`src/rtl/scan_ctr_pkg.sv`:
```
// Shared definitions for the scan-enabled modulo-N counter: parameter
// legal ranges, scan-chain length helper and the per-edge operation encoding.
package scan_ctr_pkg;

  localparam int     WIDTH_MIN   = 2;
  localparam int     WIDTH_MAX   = 32;
  localparam longint MODULUS_MIN = 64'sd2;

  // Operation selected on a clock edge (reset is handled inside each cell).
  typedef enum logic [1:0] {
    OP_HOLD  = 2'd0,
    OP_LOAD  = 2'd1,
    OP_COUNT = 2'd2,
    OP_SHIFT = 2'd3
  } op_e;

  // Every count bit plus the sticky wrap flag sits on the chain.
  function automatic int chain_len(input int width);
    return width + 1;
  endfunction

endpackage

```
`src/rtl/scan_cell.sv`:
```
// Single-bit mux-D scan flop: synchronous active-low reset, then scan data
// when SE is high, otherwise the functional next-state bit.
module scan_cell #(
  parameter logic RST_VAL = 1'b0
) (
  input  logic clk_i,
  input  logic rst_ni,
  input  logic se_i,
  input  logic d_i,
  input  logic si_i,
  output logic q_o
);

  logic q_q;

  // Reset has priority over shift, shift over functional capture.
  always_ff @(posedge clk_i) begin
    if (!rst_ni) begin
      q_q <= RST_VAL;
    end else if (se_i) begin
      q_q <= si_i;
    end else begin
      q_q <= d_i;
    end
  end

  assign q_o = q_q;

endmodule

```
`src/rtl/scan_mod_counter.sv`:
```
// WIDTH-bit modulo-MODULUS up/down counter with parallel load, terminal-count
// strobe and sticky wrap flag. All state lives in an explicit chain of
// scan_cell instances: scan_in -> count[0] .. count[WIDTH-1] -> wrap -> scan_out.
module scan_mod_counter
  import scan_ctr_pkg::*;
#(
  parameter int     WIDTH     = 4,
  parameter longint MODULUS   = 64'sd16,
  parameter longint RESET_VAL = 64'sd0
) (
  input  logic             clk,
  input  logic             reset,
  input  logic             SE,
  input  logic             scan_in,
  output logic             scan_out,
  input  logic             en,
  input  logic             up,
  input  logic             load,
  input  logic [WIDTH-1:0] load_val,
  input  logic             clr_wrap,
  output logic [WIDTH-1:0] count,
  output logic             tc,
  output logic             wrap_flag
);

  localparam int CHAIN_LEN = chain_len(WIDTH);

  // Elaboration-time parameter legality checks.
  if (WIDTH < WIDTH_MIN || WIDTH > WIDTH_MAX) begin : g_bad_width
    $error("scan_mod_counter: WIDTH %0d outside %0d..%0d", WIDTH, WIDTH_MIN, WIDTH_MAX);
  end
  if (MODULUS < MODULUS_MIN || MODULUS > (64'sd1 <<< WIDTH)) begin : g_bad_modulus
    $error("scan_mod_counter: MODULUS %0d outside 2..2**WIDTH", MODULUS);
  end
  if (RESET_VAL < 64'sd0 || RESET_VAL >= MODULUS) begin : g_bad_reset_val
    $error("scan_mod_counter: RESET_VAL %0d must be below MODULUS", RESET_VAL);
  end

  // Largest legal count; for MODULUS == 2**WIDTH this is all ones, which
  // makes the wrap identical to natural binary overflow.
  localparam logic [WIDTH-1:0]     MAX_VAL   = WIDTH'(MODULUS - 64'sd1);
  localparam logic [WIDTH-1:0]     ZERO_VAL  = {WIDTH{1'b0}};
  localparam logic [WIDTH-1:0]     ONE_VAL   = WIDTH'(64'sd1);
  localparam logic [CHAIN_LEN-1:0] RST_CHAIN = {1'b0, WIDTH'(RESET_VAL)};

  op_e                  op_s;
  logic                 tc_s;
  logic [WIDTH-1:0]     count_q;
  logic                 wrap_q;
  logic [WIDTH-1:0]     count_d;
  logic                 wrap_d;
  logic [CHAIN_LEN-1:0] chain_q;
  logic [CHAIN_LEN-1:0] func_d_s;
  logic [CHAIN_LEN-1:0] scan_d_s;

  assign count_q = chain_q[WIDTH-1:0];
  assign wrap_q  = chain_q[CHAIN_LEN-1];

  // Decode the operation for this edge: shift beats load beats count.
  always_comb begin
    op_s = OP_HOLD;
    if (SE) begin
      op_s = OP_SHIFT;
    end else if (load) begin
      op_s = OP_LOAD;
    end else if (en) begin
      op_s = OP_COUNT;
    end else begin
      op_s = OP_HOLD;
    end
  end

  // Terminal count: the counter will roll over on the coming edge. Any
  // out-of-range value left by a shift is treated as the top of the range.
  always_comb begin
    tc_s = 1'b0;
    if (op_s == OP_COUNT) begin
      if (up) begin
        tc_s = (count_q >= MAX_VAL);
      end else begin
        tc_s = (count_q == ZERO_VAL);
      end
    end else begin
      tc_s = 1'b0;
    end
  end

  // Functional next state for count and the sticky wrap flag; a wrap on the
  // same edge as clr_wrap leaves the flag set.
  always_comb begin
    count_d = count_q;
    wrap_d  = tc_s | (wrap_q & ~clr_wrap);
    case (op_s)
      OP_LOAD: begin
        if (load_val > MAX_VAL) begin
          count_d = MAX_VAL;
        end else begin
          count_d = load_val;
        end
      end
      OP_COUNT: begin
        if (tc_s) begin
          count_d = up ? ZERO_VAL : MAX_VAL;
        end else if (up) begin
          count_d = count_q + ONE_VAL;
        end else begin
          count_d = count_q - ONE_VAL;
        end
      end
      OP_HOLD:  count_d = count_q;
      OP_SHIFT: count_d = count_q;
      default:  count_d = count_q;
    endcase
  end

  assign func_d_s = {wrap_d, count_d};
  assign scan_d_s = {chain_q[CHAIN_LEN-2:0], scan_in};

  for (genvar i = 0; i < CHAIN_LEN; i++) begin : g_chain
    scan_cell #(
      .RST_VAL(RST_CHAIN[i])
    ) u_cell (
      .clk_i (clk),
      .rst_ni(reset),
      .se_i  (SE),
      .d_i   (func_d_s[i]),
      .si_i  (scan_d_s[i]),
      .q_o   (chain_q[i])
    );
  end

  assign count     = count_q;
  assign wrap_flag = wrap_q;
  assign scan_out  = wrap_q;
  assign tc        = tc_s;

endmodule

```
`config.mk`:
```
export PLATFORM = sky130hd
export DESIGN_NAME = scan_mod_counter
export DESIGN_NICKNAME = d
export VERILOG_FILES = /design/src/rtl/scan_ctr_pkg.sv /design/src/rtl/scan_cell.sv /design/src/rtl/scan_mod_counter.sv
export SDC_FILE = /design/constraint.sdc
export NUM_CORES = 1
export LEC_CHECK = 0
export CAP_MARGIN = 30
export CORE_AREA = 4 4 41 43
export DETAILED_ROUTE_END_ITERATION = 12
export DIE_AREA = 0 0 45 47
export GPL_ROUTABILITY_DRIVEN = 0
export PLACE_DENSITY = 0.69
export SKIP_LAST_GASP = 1
export SYNTH_ARGS = -nofsm -noshare
export SYNTH_HDL_FRONTEND = slang
export SYNTH_SLANG_ARGS = --single-unit
```
`constraint.sdc`:
```
create_clock -name clk -period 2.1 [get_ports clk]
set_input_delay 0.525 -clock clk [delete_from_list [all_inputs] [get_ports clk]]
set_output_delay 0.525 -clock clk [all_outputs]
set_load 0.01 [all_outputs]
```
# Word-level counts from Yosys, hierarchy flattened
# Index checks and enable logic that the tools add are counted.
# W data, S select, Z words.
# word_totals
regBits	5
latch_bits	0
ramBits	0
romBits	0
in_bits	12
output_inout_bits	7
elab_cells	34
n_memories	0
# op_classes
addsub	2
mul	0
div	0
order_cmp	2
eq_ne	4
shift	0
mux	15
bitwise	3
reduce_logical	3
# ops
operator	n
$mux W4	4
$pmux W4 S2	1
$mux W1	7
$mux W2	3
$add A4 B1 Y4 const B	1
$eq A2 B2 Y1 const B	2
$ge A4 B4 Y1 const B	1
$gt A4 B4 Y1 const B	1
$logic_not A4 Y1	1
$sub A4 B1 Y4 const B	1
$eq A2 B1 Y1 const B	1
$logic_not A2 Y1	1
$ne A2 B1 Y1 const B	1
$reduce_or A2 Y1	1
$and A1 B1 Y1	1
$not A1 Y1	1
$or A1 B1 Y1	1

# Depth between registers and ports, before layout
# depth
word_depth	8
depth_mapped	7

# Modules after synthesis
# Synthesis repeated with hierarchy kept, for this count alone.
# hier_totals
cells_unflattened	59
area_unflattened_um2	479.2
# modules_own_cells
mod	n_inst	cells_per_inst	area_per_inst_um2	seq_area_each_um2
scan_mod_counter	1	44	297.8	0.0
scan_cell	5	3	36.3	20.0

# Worst setup path after synthesis
# OpenSTA, ideal clock, no wires.
# synth_path
kind	input to register
start	in SE
end	reg g_chain[3].u_cell.q_q
setup_time_ps	126
arrival_ps	1698
t_required_ps	1974
path_slack_ps	275
cell_stages	7
path_buffers	0
path_cell_list	inv_1 > o21ai_0 > ha_1 > or2_0 > a31oi_1 > a21bo_1 > o211ai_1
# synth_via
elab_chain_len	6
elab_cells_between_ends	11
# synth_lines
element	line_no	text
from (decl)	scan_mod_counter.sv:13	input logic SE,
$mux W2	scan_mod_counter.sv:62	if (SE) begin
$eq A2 B2 Y1	scan_mod_counter.sv:77, scan_mod_counter.sv:93	
$mux W1	scan_mod_counter.sv:77	if (op_s == OP_COUNT) begin
$mux W4	scan_mod_counter.sv:102	if (tc_s) begin
$pmux W4 S2	scan_mod_counter.sv:93	case (op_s)
$mux W1	scan_cell.sv:20	end else if (se_i) begin
to (signal assigned)	scan_cell.sv:21	q_q <= si_i;
to (signal assigned)	scan_cell.sv:23	q_q <= d_i;
to (decl)	scan_cell.sv:14	logic q_q;
# Several ways; a longest one is shown, not always the timed one.
# A chain may end at the register's enable or synchronous reset.

# Final worst setup path
# layout_path
start	in up
end	out tc
# layout_via
elab_chain_len	2
# layout_lines
element	line_no	text
from (decl)	scan_mod_counter.sv:17	input logic up,
$mux W1	scan_mod_counter.sv:78	if (up) begin
$mux W1	scan_mod_counter.sv:77	
to (decl)	scan_mod_counter.sv:22	output logic tc,
# No other way between the ends.

==> results.md <==
- Outcome: completed
- Reg2reg path depth: 6
- Cell breakdown of the critical path: clkdlybuf4s50_1 > inv_2 > mux2i_4 > nor2b_4 > buf_6
- Gr busiest metal: met2
- Seq/Total Area, Yosys: 20.7%
- Post-Synthesis Cells: 58
- Unique cell type count in the Yosys netlist: 27
- Initial core utilization: 37.2%
- Syn_area_per_cell: 8.35 sq um
- Clk buf depth: 2
- Floorplan core area: 1300 sq um
- Layout cell share with drive strength beyond 1: 25.6%
- Min Clock Period, post-route: 2.05 ns
- Fmax: 488 MHz
- Final wirelength: 1350 microns
- Crit Path Category: input port to output port
- Worst EP required: 1.57 ns
- Relative slew margins: 81.1%
- Vias in the first global route: 525
- Critical Path Stages: 5
- Top_reg_cell synth: dfxtp_1
- Vias per inst: 4.95
- Max Cap Violations: 0
- Slowest-stage cell, CP: clkdlybuf4s50_1
- Via count: 500
- CP startpoint kind: input port
- Crit path to: tc
- Met3 usage: 3.45%
- Post-Syn Area: 484 sq um
- IO buf count: 18
- Worst skew pair latency: 0.24 ns
- Clk Tree Root Cell: clkbuf_4
- CTS clk-pin slew, worst paths: 0.05 ns
- Setup Skew: 0.000154 ns
- Largest area contributor in the netlist: dfxtp_1
- Crit Path Max Fanout: 2
- Slew of the pin with the lowest slew margin: 0.281 ns
- Utilization after layout: 59.8%
- Net count reported at finish: 103
- Max incr delay on CP: 0.49 ns
- Reg2reg end: g_chain[3].u_cell.q_o
- Hold-fix buffer count after cts: 0
- Worst setup EP type: output port
- GRT overflow: 0
- Row count: 13
- Post-DP HPWL: 1020 microns
- Leakage power: 0.343 nW
- Wire per inst: 13.4 microns
- Htree depth: 1
- Final number of setup-violating endpoints: 0
- Final Instance Count excl. Fillers: 101
- Met1 Track Usage GR: 17.7%
- Synth area leaders: dfxtp_1 21%, buf_4 7.8%, ha_1 7.8%
- Worst reg2reg startpoint: g_chain[1].u_cell.q_o
- RSZ-0062 raised after global routing: no
- PD cells: 518 nW/um^2
- CTS sink cnt: 5
- Chip width: 45 microns
- Critical path buffer and inverter count: 3
- Die area: 2120 sq um
- Area delta synth->final: 60.7%
- Starting DRT DRC Count: 4
- Yosys top cell area share: 20.7%
- Most frequent cells in the layout: 14 x clkdlybuf4s50_1, 12 x buf_4, 5 x dfxtp_1
- Commonest non-fill, non-tap cell in the layout: clkdlybuf4s50_1
- First-pass GRT wire length: 2310 microns
- Largest net degree at the start of global routing: 10
- ANT nets after route: 0
- Class of the worst hold path: flop to flop
- Antenna violations before repair: 0
- Met2 Use GR: 27.4%
- Crit path max-delay family: buffers and inverters
- Final Max Tran Viols: 0
- Cells after DPL: 96
- TritonCTS Buffers: 3
- GRT Util Overall: 15.5%
- Ys Warns: 0
- # DRC: 0
- Syn_nets: 74
- DIE HEIGHT: 47 microns
- Worst Setup SP: up
- First-pass detailed-route iteration total: 4
- Final Hold Vio Count: 0
- IO Pins: 19
- Worst Path Arrival: 1.53 ns
- Number of synthesized flops with an enable pin: 0
- Max reg flops: 5
- Final period util: 97.7%
- CTS tree: done
- Antenna cells: 0
- Worst ir drop on vdd: 0.298 mV
- Flops & latches, synth: 5
- Reg-to-reg slack, setup: 0.57 ns
- FFs w/ async S/R, synth: 0%
[cell usage after synthesis (2+ instances only)]
library cell	instances
nor2_1	3
nand2b_1	4
o211ai_1	3
ha_1	3
inv_1	4
nand3_1	4
buf_4	5
a31oi_1	3
xor2_1	2
o21ai_0	4
dfxtp_1	5
nand2_1	3
[power by group]
| part | switching (W) | internal (W) | total, W |
|---|---|---|---|
| clock network | 0.0000450 | 0.0000722 | 0.000117 |
| registers | 0.0000134 | 0.000104 | 0.000118 |
| logic | 0.0000700 | 0.0000987 | 0.000169 |
| total | 0.000128 | 0.000275 | 0.000403 |
[area by class of cell]
class	count	area [sq um]
clock buffers	4	26.3
repair buffers	30	272
flip-flops and latches	5	100
multi-input cells	43	347
fillers	132	523
well taps	15	18.8
inverters	4	15.0
[cell families (layout without fill, tap and decap cells)]
kind of cell | Yosys count | in the layout | synth area share [%]
mux | 1 | 1 | 2.84
simple gates | 20 | 20 | 26.1
buf+inv | 10 | 38 | 11.9
compound gates | 15 | 15 | 21.2
xor+xnor | 3 | 3 | 5.43
flops | 5 | 5 | 20.7
fa+ha+maj | 4 | 4 | 11.9
[what timing repair did]
action                     CTS  global route
setup endpoints to repair    1             2
buffers inserted             0             1
pin swaps                    2             2
gates resized for setup     10             4
[per-stage QoR]
step | worst slack [ns] | hold WS [ns] | total power (W) | TNS [ns] | cell area (sq um)
3_3_place_gp | -0.444 | 0.599 | 0.000275 | -0.952 | 723
3_5_place_dp | -0.490 | 0.602 | 0.000279 | -0.964 | 723
4_1_cts | 0.0190 | 0.610 | 0.000398 | 0 | 756
6_report | 0.0490 | 0.604 | 0.000403 | 0 | 778
2_1_floorplan | 0.275 | 0.548 | 0.000206 | 0 | 484
5_1_grt | 0.0102 | 0.654 | 0.000434 | 0 | 778
[routing by layer]
metal  wire length [microns]  part of all wire [%]
met1                     612                    45
met5                       0                     0
met2                     686                    51
met3                      52                   3.8
met4                       0                     0
[how the worst min path moves through the flow]
stage	startpoint	to	cells after the start
final	g_chain[2].u_cell.q_o	g_chain[3].u_cell.q_o	2
after global routing	g_chain[2].u_cell.q_o	g_chain[3].u_cell.q_o	2
after CTS	g_chain[2].u_cell.q_o	g_chain[3].u_cell.q_o	2
after detailed placement	g_chain[2].u_cell.q_o	g_chain[3].u_cell.q_o	2
after global placement	g_chain[2].u_cell.q_o	g_chain[3].u_cell.q_o	2
after floorplan	g_chain[2].u_cell.q_o	g_chain[3].u_cell.q_o	2
[tightest hold or removal path, cell delays in order, from the launching register on]
cell and delay [ns]:
dfxtp_1 0.37, nand3_1 0.10, o211ai_1 0.08
Note: power is estimated with default switching activity, not from simulation.
